$ cat src/rtl/cdb_rr_multilane.sv
// cdb_rr_multilane: multi-lane common data bus arbiter.
// Completion packets from NUM_FU functional units are buffered in per-FU FIFOs.
// Up to CDB_WIDTH head packets per cycle are broadcast on registered lanes.
// Lanes are granted in rotating (round-robin) order.
// Optional feature macro: CDB_BR_PRIORITY_EN. When it is defined, branch heads
// are granted ahead of non-branch heads.
module cdb_rr_multilane #(
    parameter int unsigned NUM_FU    = 4,
    parameter int unsigned CDB_WIDTH = 2,
    parameter int unsigned BUF_DEPTH = 2,
    parameter int unsigned XLEN      = 32,
    parameter int unsigned PRF_LEN   = 6,
    parameter int unsigned ROB_LEN   = 5,
    parameter int unsigned FU_ID_W   = $clog2(NUM_FU)
) (
    input  logic                           clock,
    input  logic                           reset,
    input  logic                           flush,
    input  logic [NUM_FU-1:0]              fu_valid,
    output logic [NUM_FU-1:0]              fu_ready,
    input  logic [NUM_FU*XLEN-1:0]         fu_value,
    input  logic [NUM_FU*PRF_LEN-1:0]      fu_prf_idx,
    input  logic [NUM_FU*ROB_LEN-1:0]      fu_rob_idx,
    input  logic [NUM_FU*XLEN-1:0]         fu_PC,
    input  logic [NUM_FU-1:0]              fu_is_br,
    input  logic [NUM_FU-1:0]              fu_br_dir,
    input  logic [NUM_FU*XLEN-1:0]         fu_br_target,
    input  logic [NUM_FU-1:0]              fu_mis_pred,
    output logic [CDB_WIDTH-1:0]           cdb_valid,
    output logic [CDB_WIDTH*XLEN-1:0]      cdb_value,
    output logic [CDB_WIDTH*PRF_LEN-1:0]   cdb_prf_idx,
    output logic [CDB_WIDTH*ROB_LEN-1:0]   cdb_rob_idx,
    output logic [CDB_WIDTH*XLEN-1:0]      cdb_PC,
    output logic [CDB_WIDTH*FU_ID_W-1:0]   cdb_fu_id,
    output logic [CDB_WIDTH-1:0]           cdb_is_br,
    output logic [CDB_WIDTH-1:0]           cdb_br_dir,
    output logic [CDB_WIDTH-1:0]           cdb_mis_pred,
    output logic [CDB_WIDTH*XLEN-1:0]      cdb_br_target
);

    localparam int unsigned PTR_W  = $clog2(BUF_DEPTH);
    localparam int unsigned CNT_W  = $clog2(BUF_DEPTH + 1);
    localparam int unsigned LCNT_W = $clog2(CDB_WIDTH + 1);
    localparam int unsigned LANE_W = (CDB_WIDTH > 1) ? $clog2(CDB_WIDTH) : 1;
    localparam int unsigned CAND_W = FU_ID_W + 1;

    typedef struct packed {
        logic [XLEN-1:0]    value;
        logic [PRF_LEN-1:0] prf_idx;
        logic [ROB_LEN-1:0] rob_idx;
        logic [XLEN-1:0]    pc;
        logic               is_br;
        logic               br_dir;
        logic [XLEN-1:0]    br_target;
        logic               mis_pred;
    } pkt_t;

    pkt_t               r_mem [NUM_FU][BUF_DEPTH];
    logic [PTR_W-1:0]   r_wr_ptr [NUM_FU];
    logic [PTR_W-1:0]   r_rd_ptr [NUM_FU];
    logic [CNT_W-1:0]   r_count [NUM_FU];
    logic [FU_ID_W-1:0] r_rr_ptr;

    logic [CDB_WIDTH-1:0]         r_cdb_valid;
    logic [CDB_WIDTH*XLEN-1:0]    r_cdb_value;
    logic [CDB_WIDTH*PRF_LEN-1:0] r_cdb_prf_idx;
    logic [CDB_WIDTH*ROB_LEN-1:0] r_cdb_rob_idx;
    logic [CDB_WIDTH*XLEN-1:0]    r_cdb_pc;
    logic [CDB_WIDTH*FU_ID_W-1:0] r_cdb_fu_id;
    logic [CDB_WIDTH-1:0]         r_cdb_is_br;
    logic [CDB_WIDTH-1:0]         r_cdb_br_dir;
    logic [CDB_WIDTH-1:0]         r_cdb_mis_pred;
    logic [CDB_WIDTH*XLEN-1:0]    r_cdb_br_target;

    pkt_t               w_in_pkt [NUM_FU];
    pkt_t               w_head [NUM_FU];
    logic [NUM_FU-1:0]  w_nonempty;
    logic [NUM_FU-1:0]  w_full;
    logic [NUM_FU-1:0]  w_pri;
    logic [NUM_FU-1:0]  w_enq;
    logic [NUM_FU-1:0]  w_grant;
    logic [CDB_WIDTH-1:0] w_lane_vld;
    logic [FU_ID_W-1:0] w_lane_sel [CDB_WIDTH];
    pkt_t               w_lane_pkt [CDB_WIDTH];
    logic [FU_ID_W-1:0] w_last_fu;
    logic               w_any_grant;

    // Unpack FU inputs and derive per-FIFO head, occupancy and arbitration class.
    always_comb begin
        for (int i = 0; i < NUM_FU; i++) begin
            w_in_pkt[i].value     = fu_value[i*XLEN +: XLEN];
            w_in_pkt[i].prf_idx   = fu_prf_idx[i*PRF_LEN +: PRF_LEN];
            w_in_pkt[i].rob_idx   = fu_rob_idx[i*ROB_LEN +: ROB_LEN];
            w_in_pkt[i].pc        = fu_PC[i*XLEN +: XLEN];
            w_in_pkt[i].is_br     = fu_is_br[i];
            w_in_pkt[i].br_dir    = fu_br_dir[i];
            w_in_pkt[i].br_target = fu_br_target[i*XLEN +: XLEN];
            w_in_pkt[i].mis_pred  = fu_mis_pred[i];
            w_head[i]             = r_mem[i][r_rd_ptr[i]];
            w_nonempty[i]         = (r_count[i] != '0);
            w_full[i]             = (r_count[i] == CNT_W'(BUF_DEPTH));
`ifdef CDB_BR_PRIORITY_EN
            w_pri[i]              = w_head[i].is_br;
`else
            w_pri[i]              = 1'b0;
`endif
        end
    end

    // Ready comes only from the registered count; held low during reset.
    assign fu_ready = ~w_full & {NUM_FU{~reset}};
    assign w_enq    = fu_valid & fu_ready & {NUM_FU{~flush}};

    // Two scans from rr_ptr: high-priority heads first, then the rest; lanes fill from 0.
    always_comb begin
        logic [CAND_W-1:0]  cand;
        logic [FU_ID_W-1:0] idx;
        logic [LCNT_W-1:0]  n;
        w_grant     = '0;
        w_lane_vld  = '0;
        w_last_fu   = r_rr_ptr;
        w_any_grant = 1'b0;
        cand        = '0;
        idx         = '0;
        n           = '0;
        for (int k = 0; k < CDB_WIDTH; k++) begin
            w_lane_sel[k] = '0;
        end
        for (int pass = 0; pass < 2; pass++) begin
            for (int j = 0; j < NUM_FU; j++) begin
                cand = {1'b0, r_rr_ptr} + CAND_W'(j);
                if (cand >= CAND_W'(NUM_FU)) begin
                    cand = cand - CAND_W'(NUM_FU);
                end
                idx = cand[FU_ID_W-1:0];
                if (w_nonempty[idx] && (w_pri[idx] == (pass == 0)) &&
                    (n < LCNT_W'(CDB_WIDTH))) begin
                    w_grant[idx]                  = 1'b1;
                    w_lane_vld[n[LANE_W-1:0]]     = 1'b1;
                    w_lane_sel[n[LANE_W-1:0]]     = idx;
                    w_last_fu                     = idx;
                    w_any_grant                   = 1'b1;
                    n                             = n + LCNT_W'(1);
                end
            end
        end
    end

    // Select the granted head packet for each lane; idle lanes carry zeros.
    always_comb begin
        for (int k = 0; k < CDB_WIDTH; k++) begin
            w_lane_pkt[k] = w_lane_vld[k] ? w_head[w_lane_sel[k]] : '0;
        end
    end

    // FIFO storage; entries are only meaningful while counted, so no reset needed.
    always_ff @(posedge clock) begin
        for (int i = 0; i < NUM_FU; i++) begin
            if (w_enq[i]) begin
                r_mem[i][r_wr_ptr[i]] <= w_in_pkt[i];
            end
        end
    end

    // FIFO pointers, occupancy and round-robin pointer.
    always_ff @(posedge clock) begin
        if (reset || flush) begin
            for (int i = 0; i < NUM_FU; i++) begin
                r_wr_ptr[i] <= '0;
                r_rd_ptr[i] <= '0;
                r_count[i]  <= '0;
            end
            r_rr_ptr <= '0;
        end else begin
            for (int i = 0; i < NUM_FU; i++) begin
                if (w_enq[i]) begin
                    r_wr_ptr[i] <= r_wr_ptr[i] + PTR_W'(1);
                end
                if (w_grant[i]) begin
                    r_rd_ptr[i] <= r_rd_ptr[i] + PTR_W'(1);
                end
                r_count[i] <= r_count[i] + CNT_W'(w_enq[i]) - CNT_W'(w_grant[i]);
            end
            if (w_any_grant) begin
                r_rr_ptr <= (w_last_fu == FU_ID_W'(NUM_FU - 1)) ? '0 : w_last_fu + FU_ID_W'(1);
            end
        end
    end

    // Broadcast lane registers.
    always_ff @(posedge clock) begin
        if (reset || flush) begin
            r_cdb_valid     <= '0;
            r_cdb_value     <= '0;
            r_cdb_prf_idx   <= '0;
            r_cdb_rob_idx   <= '0;
            r_cdb_pc        <= '0;
            r_cdb_fu_id     <= '0;
            r_cdb_is_br     <= '0;
            r_cdb_br_dir    <= '0;
            r_cdb_mis_pred  <= '0;
            r_cdb_br_target <= '0;
        end else begin
            r_cdb_valid <= w_lane_vld;
            for (int k = 0; k < CDB_WIDTH; k++) begin
                r_cdb_value[k*XLEN +: XLEN]         <= w_lane_pkt[k].value;
                r_cdb_prf_idx[k*PRF_LEN +: PRF_LEN] <= w_lane_pkt[k].prf_idx;
                r_cdb_rob_idx[k*ROB_LEN +: ROB_LEN] <= w_lane_pkt[k].rob_idx;
                r_cdb_pc[k*XLEN +: XLEN]            <= w_lane_pkt[k].pc;
                r_cdb_fu_id[k*FU_ID_W +: FU_ID_W]   <= w_lane_sel[k];
                r_cdb_is_br[k]                      <= w_lane_pkt[k].is_br;
                r_cdb_br_dir[k]                     <= w_lane_pkt[k].br_dir;
                r_cdb_mis_pred[k]                   <= w_lane_pkt[k].mis_pred;
                r_cdb_br_target[k*XLEN +: XLEN]     <= w_lane_pkt[k].br_target;
            end
        end
    end

    assign cdb_valid     = r_cdb_valid;
    assign cdb_value     = r_cdb_value;
    assign cdb_prf_idx   = r_cdb_prf_idx;
    assign cdb_rob_idx   = r_cdb_rob_idx;
    assign cdb_PC        = r_cdb_pc;
    assign cdb_fu_id     = r_cdb_fu_id;
    assign cdb_is_br     = r_cdb_is_br;
    assign cdb_br_dir    = r_cdb_br_dir;
    assign cdb_mis_pred  = r_cdb_mis_pred;
    assign cdb_br_target = r_cdb_br_target;

endmodule

$ cat config.mk
export PLATFORM = sky130hd
export DESIGN_NAME = cdb_rr_multilane
export DESIGN_NICKNAME = d
export VERILOG_FILES = /design/src/rtl/cdb_rr_multilane.sv
export SDC_FILE = /design/constraint.sdc
export NUM_CORES = 1
export LEC_CHECK = 0
export CAP_MARGIN = 20
export CORE_MARGIN = 4
export CORE_UTILIZATION = 59
export DETAILED_ROUTE_END_ITERATION = 10
export GPL_TIMING_DRIVEN = 0
export PLACE_DENSITY = 0.86
export SLEW_MARGIN = 20
export SYNTH_ARGS = -nofsm -noshare
export SYNTH_HDL_FRONTEND = slang
export SYNTH_SLANG_ARGS = --single-unit
$ cat constraint.sdc
create_clock -name clock -period 30.5 [get_ports clock]
set_input_delay 3.05 -clock clock [delete_from_list [all_inputs] [get_ports clock]]
set_output_delay 3.05 -clock clock [all_outputs]
set_load 0.03 [all_outputs]
; ---- After elaboration in Yosys (flattened, before gate mapping)
; Memory sizes are Yosys's and may differ from the RTL's.
; Cells that the tools add are included.
[classes]
addsub = 30
n_lt_le_gt_ge = 61
eq_ne = 5
n_mux = 179
bitwise_logic = 55
n_reduce_logical = 44
[op_table]
columns = operator, count
row1 = 110-bit 2-to-1 mux, 20
row2 = 220-bit 2-to-1 mux, 4
row3 = 110-bit binary-select mux with 2-bit select, 2
row4 = 110-bit demux with 1-bit select, 4
row5 = 2-bit 2-to-1 mux, 38
row6 = 1-bit 2-to-1 mux, 63
row7 = 4-bit 2-to-1 mux, 15
row8 = 1-bit logical AND, 37
row9 = "2-bit >= comparator, second input constant", 15
row10 = 1-bit NOT with 2-bit output, 15
row11 = 4-bit bitwise mux, 7
row12 = 4-bit bitwise OR, 7
row13 = "2-bit by 1-bit less-than comparator with 1-bit output, second input constant", 11
row14 = 1-bit binary-select mux with 2-bit select, 8
row15 = "3-bit >= comparator, second input constant", 5
row16 = "2-bit by 1-bit adder with 2-bit output, second input constant", 7
row17 = 2-bit demux with 1-bit select, 7
row18 = "1-bit by 2-bit less-than comparator with 1-bit output, second input constant", 7
row19 = "2-bit less-than comparator, second input constant", 7
row20 = 4-bit AND, 3
row21 = "2-bit by 3-bit less-than comparator with 1-bit output, second input constant", 4
row22 = 1-bit bitwise OR, 12
row23 = 2-bit bitwise OR, 6
row24 = "2-bit equality test, second input constant", 5
row25 = 18 further kinds, 65
[totals]
regBits = 228
ram_bits = 896
output_inout_bits = 230
word_cells = 397
memories = 4
[memory_table]
columns = name, depth, word_bits, read_ports, rd_ports_with_merged_regs, write_ports, line
row1 = r_mem, 4, 220, 4, 0, 4, 58  ; pkt_t r_mem [NUM_FU][BUF_DEPTH];
row2 = r_count, 4, 2, 4, 0, 4, 61  ; logic [CNT_W-1:0] r_count [NUM_FU];
row3 = r_rd_ptr, 4, 1, 4, 0, 4, 60  ; logic [PTR_W-1:0] r_rd_ptr [NUM_FU];
row4 = r_wr_ptr, 4, 1, 4, 0, 4, 59  ; logic [PTR_W-1:0] r_wr_ptr [NUM_FU];

; ---- Depth between registers and ports, before layout
; Gate-level depths: netlist of run 1.
[logic_depth]
word_depth = 35
depth_mapped = 18
mapped_depth_nobuf = 16

; ---- Least setup slack after synthesis of run 1
; No wires, ideal clock.
[synth_timing]
path_kind = input port to flip-flop
from = input flush
to = memory r_mem[0][110] in the netlist's numbering (enable)
arrival_ns = 11.234
required_ns = 29.787
path_slack_ns = 18.553
path_stages = 4
path_buffers = 2
path_cell_list = or2_2 clkbuf_1 clkbuf_1 nor3_1
[synth_lines]
columns = item, line
row1 = from (decl), 18  ; input logic flush,
row2 = to (decl), 58

; ---- Final worst setup path of run 1
[layout_timing]
from = input reset
to = output fu_ready[1]
[layout_via]
elab_chain_len = 2
[layout_rtl]
columns = item, line
row1 = from (decl), 17  ; input logic reset,
row2 = 1-bit NOT, 111  ; assign fu_ready = ~w_full & {NUM_FU{~reset}};
row3 = 4-bit AND, 111
row4 = to (decl), 20  ; output logic [NUM_FU-1:0] fu_ready,
; Every way passes these cells.

==> results.txt, run 1 <==
The flow ran to the end, and the final reports show no timing, DRC or antenna violations. The final count of pins violating max slew came out at 0. The total of max-cap violations came out at 0. The final hold violation count is 0. The synthesized flop and latch total is 1124. Gates resized during post-CTS repair numbered 0. The relative max-transition margin came out at 27.3%. For the worst-skew pair, the clock arrives at the later sink with an insertion delay of 0.69 ns. For this block, the via count after detailed routing is 34700. Entering global routing, the biggest net connects 48 pins.

For this configuration, the core starts out at a cell density of 59.6%. The core region is 77500 um2. The clock-pin slew on the worst setup and hold paths is 0.06 ns. The post-synthesis net count came out at 3609. In the layout the commonest cells are sky130_fd_sc_hd__edfxtp_1, sky130_fd_sc_hd__clkdlybuf4s50_1, sky130_fd_sc_hd__mux2_2, sky130_fd_sc_hd__dfxtp_1, sky130_fd_sc_hd__a21oi_1.

Counting distinct cell types in the post-synthesis netlist gives 52. The share of total power in the clock network is 21.4%. The Yosys warning count is 0.

Overall power consumption after layout is estimated at 6.22 mW. The number of clock buffers inserted by TritonCTS is 110. Dividing total power by cell area gives a power density of 106 nW/um2. The area used by sequential logic in the layout is 31400 um2.

After filler insertion, the fill cell instance count of the layout stands at 4611. The width of the die came out at 288 um. Setup repair after global routing left no endpoint under its margin. The combined area of all synthesized cells is 46100 um2. The part of the cycle the worst path needs is 25.2%.

Using the TritonRoute via totals, the vias-per-cell ratio works out to 6.66. The min-delay analysis places its worst path in the category reg -> reg. For this run the aggregate overflow at the end of global routing stands at 0.

The worst setup path is captured at a primary output. Leaving out fill and tap cells, the most frequent cell in the layout is sky130_fd_sc_hd__edfxtp_1. The total leakage power is 19.8 nW. The critical setup path kind is in -> out. Counting I/O delays and the setup requirement, the final critical path takes 7.69 ns. The total track usage is 37.7%. The total number of H-tree levels is 3.

The total number of placement rows is 102. The half-perimeter wire length of the detailed placement result came out at 114000 um. The required time reported for the critical path endpoint is 27.45 ns. The first global-routing pass estimated 228000 um of wire. 677 I/O pins were placed.

Combinational cells account for 48.4% of the total power. The number of iterations in the first detailed-routing pass came out at 6. The sequential share of power came out at 30.2%.

The gate count of the mapped netlist is 3142. The highest clock frequency the design can meet is 130 MHz. The part of the Yosys area used for sequential elements is 68.0%.

The TritonCTS clock tree is done. The violation count after the first detailed-route iteration is 5269. The remaining routing DRC violations came out at 0.

The final weighted congestion in routability-driven placement came out at 0.954. The largest fanout on the critical path is 6. The routed wirelength normalized by instance count is 30.8 um.

The die covers 82700 um2. The area of the multi-input gates is 13500 um2. The arrival time at the worst endpoint came out at 4.64 ns.

The element type at the critical path start is an input pin. The setup fix buffers added after clock tree synthesis came out at 0. In this run the tool buffered the top-level ports with 676 buffer cells. The clock arrives with 0.0493 ns of skew. The proportion of layout cells with a drive suffix above 1 came out at 18.5%. The slew at the pin closest to its max-slew limit is 1.09 ns.

Dividing the synthesized area by the synthesized cell count gives 14.7 um2. The number of nets with antenna violations after routing is 0. Summed over all layers, the routed wires come to 161000 um.

The post-synthesis to final-layout area growth came out at 27.3%. For this design, the CTS-stage hold fixing added 0 buffers. The total number of clock tree sinks came out at 1124. The number of antenna violations at the first check in global routing is 86.

Clock tree synthesis selected as its root buffer the cell sky130_fd_sc_hd__clkbuf_16. In this run the vertical extent of the chip is 288 um. The net switching power is 2.64 mW.

The number of setup violations in the final report came out at 0. The number of global-route vias before repair is 34300. The maximum number of buffers from clock root to sink is 3.

VDD sags by at most 0.0000693 V. The internal power of the cells came out at 3.58 mW. The final total negative setup slack is 0 ns. The switching portion of total power is 42.5%.

For this run, the post-layout net count is 4467.
[critical path: stages]
cell and delay [ns]:
sky130_fd_sc_hd__clkdlybuf4s50_1 0.57, sky130_fd_sc_hd__a21oi_1 0.30, sky130_fd_sc_hd__clkdlybuf4s50_1 0.73
[kinds of logic after synthesis]
group / count (synthesis) / share of synthesized area, %
xor gates and xnor gates: 11 / 0.209
and+or+nand+nor: 492 / 6.19
AOI/OAI and AO/OA: 751 / 11.4
DFF: 1124 / 68.0
adders and majority gates: 20 / 0.542
muxes: 447 / 10.9
buffers and inverters: 297 / 2.75
[power by group through the flow]
| stage | logic [mW] | clock network [mW] | registers, mW |
|---|---|---|---|
| after floorplan | 1.55 | 0 | 2.11 |
| after global placement | 2.80 | 0 | 1.93 |
| after detailed placement | 2.86 | 0 | 1.91 |
| after CTS | 2.90 | 1.33 | 1.88 |
| after global routing | 3.12 | 1.39 | 1.89 |
| final | 3.01 | 1.33 | 1.88 |
[per-stage QoR]
step | area, um2 | utilization, % | hold WS (ns) | setup slack [ns] | std cells
2_1_floorplan | 46100 | - | 0.548 | 18.55 | 3142
3_3_place_gp | 54200 | 70.0 | 0.572 | 11.33 | 4858
3_5_place_dp | 55000 | 71.0 | 0.613 | 22.82 | 4928
4_1_cts | 58500 | 75.5 | 0.622 | 22.82 | 5137
5_1_grt | 58700 | 75.7 | 0.648 | 22.82 | 5194
6_report | 58700 | 75.8 | 0.636 | 22.81 | 5219
[path summary, 6_finish.rpt]
kind | cells past startpoint | from | endpoint | slack, ns
max reg2reg | 16 | r_rr_ptr[1]$_SDFFE_PP0P_ | cdb_PC[29]$_SDFF_PP0_ | 24.58
max | 3 | reset | fu_ready[1] | 22.81
min reg2reg | 1 | r_wr_ptr[3]$_DFFE_PP_ | r_wr_ptr[3]$_DFFE_PP_ | 0.64
min | 1 | r_wr_ptr[3]$_DFFE_PP_ | r_wr_ptr[3]$_DFFE_PP_ | 0.64
[flip-flops by register name (all words and copies together) (netlist names)]
name,flops
r_mem,880
cdb_mis_pred,2
cdb_fu_id,4
r_count,8
r_rd_ptr,4
cdb_value,64
cdb_rob_idx,10
cdb_br_target,64
r_rr_ptr,2
cdb_br_dir,2
cdb_PC,64
cdb_prf_idx,12
r_wr_ptr,4
cdb_valid,2
cdb_is_br,2
[layout make-up]
cell class                 count  area share (%)
tap                         1040            2.22
clock buffer                 162            5.33
buffer                       277            2.05
timing repair buffer         746            12.7
inverter                      20           0.128
antenna                       82           0.349
sequential                  1124            53.5
multi-input combinational   1721            23.0
clock inverter                47           0.722
[synth_stat cells (all sizes together)]
| cell | number | area (um2) |
|---|---|---|
| a222oi | 5 | 50.1 |
| o21ai | 50 | 250 |
| o211ai | 221 | 1660 |
| a221oi | 1 | 15.0 |
| inv | 20 | 75.1 |
| or3 | 180 | 1130 |
| or2 | 9 | 56.3 |
| ha | 20 | 250 |
| nand3 | 4 | 20.0 |
| nor3 | 14 | 81.3 |
| dfxtp | 236 | 4720 |
| a21oi | 232 | 1160 |
| and2 | 10 | 65.1 |
| nor2b | 1 | 6.26 |
| a21o | 1 | 7.51 |
| o221ai | 220 | 1930 |
| a211oi | 6 | 45.0 |
| a21boi | 1 | 11.3 |
| o22ai | 2 | 18.8 |
| edfxtp | 888 | 26700 |
| nand2b | 172 | 1080 |
| nor3b | 1 | 7.51 |
| nand2 | 63 | 236 |
| o21ba | 1 | 10.0 |
| o32a | 1 | 10.0 |
| mux2 | 400 | 4510 |
| xnor2 | 11 | 96.3 |
| a211o | 3 | 26.3 |
| a22o | 1 | 8.76 |
| o22a | 2 | 17.5 |
| mux2i | 44 | 440 |
| or2b | 8 | 60.1 |
| a32oi | 1 | 8.76 |
| nor2 | 28 | 108 |
| o32ai | 1 | 16.3 |
| and3 | 1 | 6.26 |
| o21a | 2 | 15.0 |
| clkbuf | 170 | 638 |
| mux4 | 3 | 67.6 |
| buf | 107 | 556 |
| nor4 | 1 | 6.26 |
[metal layers]
metal  track usage, %  vias to the layer above  share of wire [%]
li1                 -                    14200                  -
met1             46.5                    16700                 33
met2             58.7                     3097                 46
met3             10.4                      729                 13
met4             24.7                       30                7.9
met5                0                        -               0.12
Power figures use the tool's default switching activity.
==> run 2: changes to the inputs <==
- CORE_UTILIZATION: 59 -> 49
- PLACE_DENSITY: 0.86 -> 0.76
- clock period: 30.5 -> 6.9 ns (I/O delays scaled with it)
==> run 2 against run 1 <==
Net effect: via count decreased by 2.6%; core utilization decreased by 12 points; largest power group unchanged; routed wire length increased by 1.2%; critical path type is now reg -> reg; sequential cell count unchanged; combinational power increased to 4.5 times the previous value; largest cell class unchanged; critical path depth increased by 12.
==> results.txt, run 2 (synthesis gave the netlist of run 1 again) <==
The worst ir drop on vdd is 0.000336 V (+390%). The detail-routed via count per cell was 6.24 (-6.3%). The clock latency on the worst-skew pair is 0.72 ns (+0.03 ns). The final critical path time including I/O delays and setup came out at 5.96 ns. The width of the die is 315 um (+9.5%). The post-synthesis to final-layout area growth came out at 28.4%. The root cell of the clock tree is sky130_fd_sc_hd__clkbuf_16. The final wirelength came out at 163000 um (+1.2%). The critical path goes through clkbuf_1 -> inv_1 -> ha_1 -> mux4_2 -> buf_2 -> ha_1 -> or2_2 -> nor4_1 -> a21oi_1 -> a221oi_2 -> clkbuf_2 -> clkbuf_1 -> or3_1 -> o211ai_1 -> a21oi_1.

The final weighted congestion in routability-driven placement was 0.922 (-3.3%). The largest fanout on the critical path is 10 (+4). The flip-flop count of the largest register, all copies and words added is 880 (unchanged). For this design, the slowest cell found on the critical path is sky130_fd_sc_hd__a221oi_2. The power density over the cells was 471 nW/um2 (+340%). The area used by sequential logic in the layout is 31400 um2 (unchanged).

The global-route wire length before repair was 230000 um (+0.67%). The number of clock buffers inserted by TritonCTS is 109 (-0.91%). The total track usage is 31.9% (-5.8 points). The post-route worst hold slack is 0.549 ns (-0.0867 ns). The number of global-route vias before repair came out at 33500 (-2.5%). The total leakage power is 19.9 nW (+0.63%). The y dimension of the die came to 315 um (+9.5%). The I/O pin total came out at 677 (unchanged). The starting density of the core came to 49.4% (-10 points). STA classifies the critical path endpoint as a flip-flop. The number of hold buffers added after CTS came out at 0 (unchanged). Leaving out fill and tap cells, the most frequent cell in the layout is sky130_fd_sc_hd__edfxtp_1. The post-cts gate resize count is 0 (unchanged). The maximum number of buffers from clock root to sink is 3 (unchanged).

STA classifies the critical path startpoint as a flip-flop. The arrival time at the worst endpoint came out at 6.52 ns (+1.88 ns). The final non-filler cell area came out at 59200 um2 (+0.88%). The total die area came to 99100 um2 (+20%).

The setup skew after layout came to 0.0334 ns (-0.0159 ns). The final critical path takes up 86.4% of the cycle. The total number of clock tree sinks is 1124 (unchanged). The critical path is of the reg -> reg type. Setup repair after global routing left no endpoint under its margin. The half-perimeter wire length of the detailed placement result came out at 118000 um (+3.9%). The placement-stage cell area came to 55400 um2 (+0.76%).

The slew at the pin closest to its max-slew limit came out at 1.09 ns (-0.000874 ns). The number of setup violations in the final report came out at 0 (unchanged). The total of buffers placed on input and output ports is 676 (unchanged). In this design, the largest share of critical-path delay is due to buffers and inverters. The count of filler cells inserted in the layout came out at 6989 (+52%). The remaining routing DRC violations came out at 0 (unchanged).

The core footprint came out at 93300 um2 (+20%). The worst hold path belongs to the class in -> reg. The clock-pin slew on the worst setup and hold paths is 0.06 ns (about the same). The number of antenna violations at the first check in global routing came out at 75 (-13%). The number of buffer and inverter stages on the critical path is 5 (+3). TritonCTS built the clock tree. The number of nets with antenna violations after routing is 0 (unchanged). The total overflow reported by the global router is 0 (unchanged). The total number of H-tree levels is 3 (unchanged). The number of vias after detailed routing came out at 33800 (-2.6%). The number of nets in the layout came out at 4472 (+0.11%). The delay of the slowest critical-path stage is 0.75 ns (+0.02 ns). The total number of placement rows is 112 (+9.8%).

The violation count after the first detailed-route iteration was 4786 (-9.2%). The relative max-transition margin is 27.3% (+0.058 points). The top cell types in the final layout, fill and taps aside, are sky130_fd_sc_hd__edfxtp_1, sky130_fd_sc_hd__clkdlybuf4s50_1, sky130_fd_sc_hd__mux2_2, sky130_fd_sc_hd__dfxtp_1, sky130_fd_sc_hd__a21oi_1. The required time reported for the critical path endpoint is 7.46 ns (-19.99 ns). The total of max-cap violations is 0 (unchanged). The routed wirelength normalized by instance count is 30.0 um (-2.6%).

The setup fix buffers added after clock tree synthesis came out at 0 (unchanged). The flow ran to the end, and the final reports show no timing, DRC or antenna violations. Static timing analysis puts the maximum clock frequency at 168 MHz. The final hold violation count came to 0 (unchanged). The utilization after layout came out at 63.5% (-12 points). The final count of pins violating max slew is 0 (unchanged). The area of the multi-input gates is 13500 um2 (about the same). The proportion of layout cells with a drive suffix above 1 came out at 18.8% (+0.35 points). The largest net degree at the start of global routing is 44 (-8.3%).

The number of iterations in the first detailed-routing pass came to 6 (unchanged).
run 2: changes by cell type in the layout (fill, tap and decap cells not counted), moves of 4 or more:
| cell | previous run | this run |
|---|---|---|
| sky130_fd_sc_hd__clkbuf_1 | 197 | 190 |
| sky130_fd_sc_hd__clkinvlp_4 | 0 | 6 |
| sky130_fd_sc_hd__bufinv_16 | 3 | 10 |
| sky130_fd_sc_hd__clkinv_1 | 12 | 8 |
| sky130_fd_sc_hd__diode_2 | 82 | 66 |
run 2: layout make-up:
cell class,count,share of cell area [%]
Timing Repair Buffer,752,12.9
Clock buffer,159,5.34
Multi-Input combinational cell,1721,22.8
Clock inverter,48,0.900
Antenna cell,66,0.279
Sequential cell,1124,53.0
Inverter,20,0.127
Tap cell,1254,2.65
Buffer,277,2.04
run 2: worst paths after layout:
check                                         startpoint                       to  cells past startpoint  slack, ns
worst max-delay path            r_rr_ptr[1]$_SDFFE_PP0P_    cdb_PC[26]$_SDFF_PP0_                     15       0.94
worst min-delay path                           fu_PC[93]  r_mem[2][174]$_DFFE_PP_                      1       0.55
worst min register to register     r_wr_ptr[3]$_DFFE_PP_    r_wr_ptr[3]$_DFFE_PP_                      1       0.63
worst max register to register  r_rr_ptr[1]$_SDFFE_PP0P_    cdb_PC[26]$_SDFF_PP0_                     15       0.94
run 2: power breakdown:
part / total [mW] / internal (mW) / leakage [nW] / switching (mW)
clock network: 6.16 / 3.56 / 1.80 / 2.60
registers: 8.29 / 8.03 / 9.99 / 0.263
logic: 13.5 / 4.59 / 8.14 / 8.88
total: 27.9 / 16.2 / 19.9 / 11.7
run 2: metal layers:
layer | routed length, um | track usage, % | vias up
met5 | 138 | 0 | -
met4 | 10500 | 19.6 | 20
met3 | 18600 | 8.13 | 538
met2 | 75500 | 50.2 | 2477
met1 | 58000 | 39.7 | 16600
li1 | - | - | 14200
run 2: stage by stage:
| stage | cells | worst slack (ns) | power [mW] | setup TNS [ns] |
|---|---|---|---|---|
| global placement | 5072 | -10.42 | 21.1 | -4610.58 |
| CTS | 5355 | 1.09 | 27.6 | 0 |
| detailed placement | 5148 | 1.12 | 21.4 | 0 |
| floorplan | 3142 | -2.69 | 16.2 | -1181.84 |
| finish | 5421 | 0.941 | 27.9 | 0 |
| global route | 5404 | 0.654 | 28.8 | 0 |
